--- config.mk ---
export PLATFORM = sky130hd
export DESIGN_NAME = adder_rr_share
export DESIGN_NICKNAME = d
export VERILOG_FILES = /design/src/rtl/adder_share_pkg.sv /design/src/rtl/adder.sv /design/src/rtl/rr_arbiter.sv /design/src/rtl/adder_rr_share.sv
export SDC_FILE = /design/constraint.sdc
export NUM_CORES = 1
export LEC_CHECK = 0
export BUFFER_PORTS_ARGS = -buffer_cell sky130_fd_sc_hd__buf_2
export CAP_MARGIN = 15
export CORE_UTILIZATION = 47
export DETAILED_ROUTE_END_ITERATION = 7
export MAX_ROUTING_LAYER = met4
export PLACE_DENSITY = 0.81
export SYNTH_ARGS = -nofsm -noshare
export SYNTH_HDL_FRONTEND = slang
export SYNTH_SLANG_ARGS = --single-unit
export TNS_END_PERCENT = 50
--- constraint.sdc ---
create_clock -name clk -period 6.7 [get_ports clk]
set_input_delay 0.67 -clock clk [delete_from_list [all_inputs] [get_ports clk]]
set_output_delay 0.67 -clock clk [all_outputs]
set_load 0.01 [all_outputs]
--- src/rtl/adder_share_pkg.sv ---
// ---------------------------------------------------------------------------
// adder_share_pkg : shared types and helpers for the round-robin adder share
// Rev 1.0
// ---------------------------------------------------------------------------
`default_nettype none

package adder_share_pkg;

  localparam int CNTW_DEF = 16;

  typedef enum logic [0:0] {
    ST_EMPTY = 1'b0,
    ST_FULL  = 1'b1
  } rsp_state_e;

  // Index width for n requesters; never below one bit.
  function automatic int idw(input int n);
    return (n > 1) ? $clog2(n) : 1;
  endfunction

endpackage

`default_nettype wire

--- src/rtl/adder.sv ---
// ---------------------------------------------------------------------------
// adder : combinational WIDTH-bit adder with carry-out, no carry-in
// Rev 1.0
// ---------------------------------------------------------------------------
`default_nettype none

module adder #(
  parameter int WIDTH = 9
) (
  input  logic [WIDTH-1:0] a_i,
  input  logic [WIDTH-1:0] b_i,
  output logic [WIDTH-1:0] sum_o,
  output logic             cout_o
);

  assign {cout_o, sum_o} = {1'b0, a_i} + {1'b0, b_i};

endmodule

`default_nettype wire

--- src/rtl/rr_arbiter.sv ---
// ---------------------------------------------------------------------------
// rr_arbiter : combinational round-robin pick starting at ptr_i
// Rev 1.0
// ---------------------------------------------------------------------------
`default_nettype none

module rr_arbiter
  import adder_share_pkg::*;
#(
  parameter  int N  = 4,
  localparam int IW = idw(N)
) (
  input  logic [N-1:0]  req_i,
  input  logic [IW-1:0] ptr_i,
  output logic [N-1:0]  gnt_o,
  output logic [IW-1:0] gnt_idx_o,
  output logic          any_o
);

  localparam logic [IW:0] C_N = (IW+1)'(N);

  logic [N-1:0] w_rot;
  logic [IW:0]  w_ofs;
  logic [IW:0]  w_sum;
  logic         w_found;

  // Rotate so that bit 0 is the requester at ptr_i; the lowest set bit wins.
  assign w_rot = (req_i >> ptr_i) | (req_i << (N - int'(ptr_i)));

  always_comb begin
    w_ofs   = '0;
    w_found = 1'b0;
    for (int k = 0; k < N; k++) begin
      if (!w_found && w_rot[k]) begin
        w_found = 1'b1;
        w_ofs   = (IW+1)'(k);
      end
    end
  end

  assign w_sum     = {1'b0, ptr_i} + w_ofs;
  assign gnt_idx_o = (w_sum >= C_N) ? IW'(w_sum - C_N) : w_sum[IW-1:0];
  assign any_o     = |req_i;
  assign gnt_o     = any_o ? (N'(1) << gnt_idx_o) : '0;

endmodule

`default_nettype wire

--- src/rtl/adder_rr_share.sv ---
// ---------------------------------------------------------------------------
// adder_rr_share : one adder shared by NREQ requesters, round-robin granted,
//                  with a one-entry registered response stage
// Rev 1.0
// ---------------------------------------------------------------------------
`default_nettype none

module adder_rr_share
  import adder_share_pkg::*;
#(
  parameter  int WIDTH = 9,
  parameter  int NREQ  = 4,
  parameter  int CNTW  = CNTW_DEF,
  localparam int IDW   = idw(NREQ)
) (
  input  logic                  clk,
  input  logic                  rst_n,
  input  logic [NREQ-1:0]       req_valid_i,
  output logic [NREQ-1:0]       req_ready_o,
  input  logic [NREQ*WIDTH-1:0] req_a_i,
  input  logic [NREQ*WIDTH-1:0] req_b_i,
  output logic                  rsp_valid_o,
  input  logic                  rsp_ready_i,
  output logic [WIDTH-1:0]      rsp_sum_o,
  output logic                  rsp_cout_o,
  output logic [IDW-1:0]        rsp_id_o,
  output logic [CNTW-1:0]       op_cnt_o
);

  localparam logic [IDW-1:0] C_LAST = IDW'(NREQ - 1);

  rsp_state_e       state_q;
  logic [WIDTH-1:0] sum_q;
  logic             cout_q;
  logic [IDW-1:0]   id_q;
  logic [IDW-1:0]   ptr_q;
  logic [CNTW-1:0]  cnt_q;

  logic [NREQ-1:0]  w_gnt;
  logic [IDW-1:0]   w_idx;
  logic             w_any;
  logic             w_can_grant;
  logic             w_fire;
  logic             w_drain;
  logic [NREQ-1:0]  w_take;
  logic [WIDTH-1:0] w_a;
  logic [WIDTH-1:0] w_b;
  logic [WIDTH-1:0] w_add_sum;
  logic             w_add_cout;

  rr_arbiter #(
    .N(NREQ)
  ) u_arb (
    .req_i    (req_valid_i),
    .ptr_i    (ptr_q),
    .gnt_o    (w_gnt),
    .gnt_idx_o(w_idx),
    .any_o    (w_any)
  );

  // rst_n gates the grant so no requester sees ready while held in reset.
  assign w_can_grant = rst_n & ((state_q == ST_EMPTY) | rsp_ready_i);
  assign w_fire      = w_can_grant & w_any;
  assign w_take      = w_gnt & {NREQ{w_can_grant}};
  assign w_drain     = (state_q == ST_FULL) & rsp_ready_i;
  assign req_ready_o = w_take;

  always_comb begin
    w_a = '0;
    w_b = '0;
    for (int i = 0; i < NREQ; i++) begin
      w_a = w_a | (req_a_i[i*WIDTH +: WIDTH] & {WIDTH{w_take[i]}});
      w_b = w_b | (req_b_i[i*WIDTH +: WIDTH] & {WIDTH{w_take[i]}});
    end
  end

  adder #(
    .WIDTH(WIDTH)
  ) u_adder (
    .a_i   (w_a),
    .b_i   (w_b),
    .sum_o (w_add_sum),
    .cout_o(w_add_cout)
  );

  always_ff @(posedge clk or negedge rst_n) begin
    if (!rst_n) begin
      state_q <= ST_EMPTY;
      sum_q   <= '0;
      cout_q  <= 1'b0;
      id_q    <= '0;
      ptr_q   <= '0;
      cnt_q   <= '0;
    end else begin
      case (state_q)
        ST_EMPTY: if (w_fire) state_q <= ST_FULL;
        ST_FULL:  if (!w_fire && rsp_ready_i) state_q <= ST_EMPTY;
        default:  state_q <= ST_EMPTY;
      endcase
      if (w_fire) begin
        sum_q  <= w_add_sum;
        cout_q <= w_add_cout;
        id_q   <= w_idx;
        ptr_q  <= (w_idx == C_LAST) ? '0 : w_idx + IDW'(1);
      end
      if (w_drain) begin
        cnt_q <= cnt_q + CNTW'(1);
      end
    end
  end

  assign rsp_valid_o = (state_q == ST_FULL);
  assign rsp_sum_o   = sum_q;
  assign rsp_cout_o  = cout_q;
  assign rsp_id_o    = id_q;
  assign op_cnt_o    = cnt_q;

endmodule

`default_nettype wire

-- After elaboration in Yosys (flattened, before gate mapping)
Index checks and enable logic that the tools add are counted.
- add/subtract/negate cells: 6
- multiply operators: 0
- divide/modulo/power cells: 0
- order comparisons: 1
- equal/unequal tests: 1
- shift-type cells: 3
- multiplexer cells: 12
- bitwise logic cells: 21
- reductions and logical operators: 9
- operators with widths (cell ; number):
    $and 9x9->9 ; 8
    $or 9x9->9 ; 6
    $shl 4x32->4 ; 1
    $add 16x1->16 const B ; 1
    $add 9x9->10 ; 1
    $mux 2 ; 4
    $mux 1 ; 6
    $and 4x4->4 ; 1
    $logic_and 1x1->1 ; 4
    $logic_not 1->1 ; 4
    $mux 4 ; 1
    $or 4x4->4 ; 1
    $reduce_or 4->1 ; 1
    $shl 1x2->4 const A ; 1
    $shr 4x2->4 ; 1
    $sub 3x2->4 const A ; 1
    $add 2x2->3 ; 1
    $and 1x1->1 ; 3
    $ge 3x3->1 const B ; 1
    $add 2x1->2 const B ; 1
    $eq 2x2->1 const B ; 1
    $pmux 1 s2 ; 1
    $sub 2x1->2 const B ; 1
    $not 1->1 ; 1
    $or 1x1->1 ; 1
- bits in registers: 31
- bits in latches: 0
- RAM bits: 0
- ROM bits: 0
- input port bits: 79
- output and inout port bits: 33
- logic and storage cells: 59
- memories: 0

-- Depth between registers and ports, before layout
- word-level depth: 24
- mapped depth: 25
- depth with buffers taken out: 22

-- Hierarchy
A second synthesis with hierarchy kept.
- cells, all modules: 248
- area total of the unflattened synthesis: 2367.3 um^2
- by module, submodules not included (module ; times used ; cells an instance ; area each (um^2) ; sequential area each (um^2)):
    adder_rr_share ; 1 ; 160 ; 1676.6 ; 775.7
    adder ; 1 ; 42 ; 354.1 ; 0.0
    rr_arbiter ; 1 ; 46 ; 336.6 ; 0.0

-- Worst setup path after synthesis
No wires, ideal clock.
- kind: reg2reg
- start: register ptr_q[0]
- end: register sum_q[8] (netlist: rsp_sum_o[8])
- library setup time: 0.069 ns
- arrival time: 5.011 ns
- required time: 6.631 ns
- slack: 1.620 ns
- cell stages (with the launch flop): 26
- path buffers: 3
- period minus slack after synthesis: 5.080 ns
- cells stage by stage: dfrtp_1 -> buf_6 -> inv_1 -> ha_1 -> mux2_1 -> a32o_1 -> mux2i_1 -> o21ai_0 -> nor3b_1 -> ha_1 -> xnor2_1 -> nor4_1 -> or2_1 -> ha_1 -> clkbuf_1 -> clkbuf_1 -> a22oi_1 -> a21oi_1 -> ha_1 -> inv_1 -> fa_1 -> nor2b_1 -> o31a_1 -> o211ai_1 -> a2111oi_0 -> nand3b_1
- longest elaborated chain between the ends: 24
- elaborated cells between the ends (all ways): 38
- those cells by class: add/sub (4); order compare (1); shift (3); mux (8); bitwise (16); reduce/logical (6)
- ends and longest elaborated chain (what ; RTL line ; source):
    from (decl) ; adder_rr_share.sv:36 ; logic [IDW-1:0] ptr_q;
    from (signal assigned) ; adder_rr_share.sv:104 ; ptr_q <= (w_idx == C_LAST) ? '0 : w_idx + IDW'(1);
    $sub 3x2->4 ; rr_arbiter.sv:28 ; assign w_rot = (req_i >> ptr_i) | (req_i << (N - int'(ptr_i)));
    $shl 4x32->4 ; rr_arbiter.sv:28 ;
    $or 4x4->4 ; rr_arbiter.sv:28 ;
    $mux 1 ; rr_arbiter.sv:34 ; if (!w_found && w_rot[k]) begin
    $logic_not 1->1 ; rr_arbiter.sv:34 ;
    $logic_and 1x1->1 ; rr_arbiter.sv:34 ;
    $mux 1 ; rr_arbiter.sv:34 ;
    $logic_not 1->1 ; rr_arbiter.sv:34 ;
    [... 6 more ...] ; n/a ;
    $ge 3x3->1 or $sub 2x1->2 (tied branches) ; rr_arbiter.sv:42 ; assign gnt_idx_o = (w_sum >= C_N) ? IW'(w_sum - C_N) : w_sum[IW-1:0];
    $mux 2 (*) ; rr_arbiter.sv:42 ;
    $shl 1x2->4 (*) ; rr_arbiter.sv:44 ; assign gnt_o = any_o ? (N'(1) << gnt_idx_o) : '0;
    $mux 4 (*) ; rr_arbiter.sv:44 ;
    $and 4x4->4 (*) ; adder_rr_share.sv:64 ; assign w_take = w_gnt & {NREQ{w_can_grant}};
    $and 9x9->9, on equally long branches ; adder_rr_share.sv:72, adder_rr_share.sv:73 ;
    $or 9x9->9, on equally long branches (3 in series) ; adder_rr_share.sv:72, adder_rr_share.sv:73 ;
    $add 9x9->10 (*) ; adder.sv:16 ; assign {cout_o, sum_o} = {1'b0, a_i} + {1'b0, b_i};
    to (signal assigned) ; adder_rr_share.sv:101 ; sum_q <= w_add_sum;
    to (decl) ; adder_rr_share.sv:33 ; logic [WIDTH-1:0] sum_q;
Mark *: on every way between the ends. The rest lies on a longest branch, timed or not.
A chain may end at the register's enable or synchronous reset.

-- Final worst setup path
Ends and elaborated chain as after synthesis.

==> out/qor.yml <==
drv_slew: 0
drtPass1Iterations: 4
cellLeakagePower_nw: 1.54
grt_pass1_wl_um: 10200
cts_max_level: 2
wl_um: 6330
gp_congestion: 0.828
worst_slack_ns: 0.952
cp_data_required_time_ns: 6.92
timing.hold.ws_ns: 0.421
syn_to_final_growth_pct: 28.9
first_iter_violations: 89
finalClockSkew_ns: 0.00738
die_x_um: 73.4
netlist_area_um2: 2390
p_per_area_nw_per_um2: 516
cts-resized-gates: 0
antenna_found_initial: 0
layout.nets: 469
dp_hpwl_um: 4810
dieArea_um2: 5380
drive_above_1_share: 0.337
antenna_cells: 0
ctsHoldBuffers: 0
postSynthCellCount: 269
worstSetupPathType: "reg2reg"
max_slew_margin: 0.512
finalCritPeriodShare: 0.858
insertion_delay_ns: 0.28
core-area_um2: 4820
final_common_cell: "buf_2"
port_buffers: 111
yosysWarningCount: 0
cap_viol_max_count: 0
clockBufferDepth: 2
endpoint_kind: "register"
fin_crit_ns: 5.75
cp.arrival_ns: 5.96
post_drt_wl_per_cell_um: 14.4
grt_max_degree: 48
yosys.cell_types.count: 49
num_vias: 2502
path_max_fanout: 19
clkTransAtPathRegs_ns: 0.07
setup_violations: 0
vias_per_cell: 5.67
ys_seq_area_frac: 0.324
clock_sinks: 31
std_cell_rows: 25
cts_tree: "yes"
die_h_um: 73.4
io_pins: 112
initial_core_util: 0.497
worst_pin_slew_ns: 0.730
cp-start-kind: "register"
rsz0062_at_grt: "no"
track_usage: 0.251
route.antenna.remaining_nets: 0
yosys_most_used_dff: "dfrtp_1"
overflow: 0
layout_common_cells: "buf_2 (111), a22oi_1 (36), dfrtp_1 (31), a21oi_1 (22), nand2_1 (20)"
post_cts_buffers: 0
async_flop_share: 1.00
status: "finished, final reports clean"
peakVddDrop_mv: 0.289
drc: 0
fmax_mhz: 174
grt_pass1_vias: 2380
finalPower_w: 0.00159
synth_edf_count: 0
holdCritPathClass: "in2async"
ys_seq_elements: 31
dp_cells: 433
stdcell_count: 441
synthesis.nets: 365
pre_cts_slack_ns: 1.04
hold_viol_final: 0
cts-root-buf: "clkbuf_8"
tns_ns: 0
numCtsBuffers: 5
syn_avg_cell_area_um2: 8.90
[per-stage QoR]
step	area, um^2	util
after floorplan	2390	-
after global placement	2970	0.616
after detailed placement	2970	0.616
after CTS	3090	0.641
after global routing	3090	0.641
final	3090	0.641
[layout make-up]
class                      count  area, um^2
tap                           67        83.8
clock inverter                 2        35.0
inverter                       8        30.0
timing repair buffer         112         563
clock buffer                   6        82.6
fill                         428        1730
sequential                    31         776
multi-input combinational    215        1520
[critical path: stages (launching register included)]
cell and delay [ns]:
dfrtp_1 0.54, inv_1 0.15, ha_1 0.42, mux2_1 0.35
a32o_1 0.22, mux2i_1 0.11, o21ai_0 0.10, nor3b_1 0.16
ha_1 0.20, xnor2_1 0.14, nor4_1 0.48, or2_1 0.20
ha_1 0.58, a22oi_1 0.19, a21oi_1 0.19, ha_1 0.25
inv_1 0.07, fa_1 0.40, nor2b_1 0.16, o31a_1 0.18
o211ai_1 0.11, a2111oi_0 0.33, nand3b_1 0.15
[report_power, final]
group	switching [W]	internal (W)	total, W
registers	0.0000526	0.000241	0.000293
clock network	0.0000685	0.000120	0.000189
logic	0.000642	0.000469	0.00111
total	0.000763	0.000830	0.00159
[sequential cells by signal, indices dropped and copies added (netlist names)]
signal / count
rsp_sum_o: 9
rsp_cout_o: 1
ptr_q: 2
rsp_valid_o: 1
rsp_id_o: 2
op_cnt_o: 16
[path summary, 6_finish.rpt]
kind / start / endpoint / slack, ns / cells past startpoint
setup / recovery: ptr_q[0]$_DFFE_PN0P_ / rsp_sum_o[8]$_DFFE_PN0P_ / 0.95 / 22
hold / removal: rst_n / op_cnt_o[3]$_DFFE_PN0P_ / 0.42 / 1
setup reg to reg: ptr_q[0]$_DFFE_PN0P_ / rsp_sum_o[8]$_DFFE_PN0P_ / 0.95 / 22
hold reg to reg: rsp_sum_o[4]$_DFFE_PN0P_ / rsp_sum_o[4]$_DFFE_PN0P_ / 0.47 / 1
max in group asynchronous: rst_n / op_cnt_o[11]$_DFFE_PN0P_ / 5.84 / 1
min in group clk: rsp_sum_o[4]$_DFFE_PN0P_ / rsp_sum_o[4]$_DFFE_PN0P_ / 0.47 / 1
[metal layers]
layer  track usage  share of wire
met4        0.0897          0.016
met5             -              0
met3        0.0562          0.045
met2         0.427           0.52
met1         0.292           0.42
[synth_stat cells, types with 2 or more instances]
cell,number,area [um^2]
o21ai_1,2,10.0
a211oi_1,4,30.0
o21a_1,4,30.0
and2_1,5,31.3
ha_1,16,200
o31ai_1,3,22.5
nand2_1,20,75.1
nor3_1,4,20.0
nor2b_1,2,12.5
o21ai_0,14,70.1
nor3b_1,3,22.5
a22oi_1,36,270
buf_2,4,20.0
dfrtp_1,31,776
and4_1,2,17.5
nor2_1,10,37.5
mux2i_1,5,50.1
a2111oi_0,2,17.5
a21oi_1,22,110
xnor2_1,13,114
a21o_1,3,22.5
nand2b_1,4,25.0
o31a_1,2,17.5
inv_1,8,30.0
clkbuf_1,9,33.8
and3_1,4,25.0
nand4_1,3,18.8
nand3_1,10,50.1
xor2_1,4,35.0
[kinds of logic (layout without fill, tap and decap cells)]
| logic type | count (synthesis) | count (layout) | synth area share |
|---|---|---|---|
| compound gates | 100 | 100 | 0.283 |
| mux | 8 | 8 | 0.0366 |
| simple gates | 73 | 73 | 0.159 |
| xor+xnor | 17 | 17 | 0.0622 |
| buf+inv | 23 | 128 | 0.0429 |
| flops | 31 | 31 | 0.324 |
| fa+ha+maj | 17 | 17 | 0.0920 |
(Power assumes the default switching activity.)
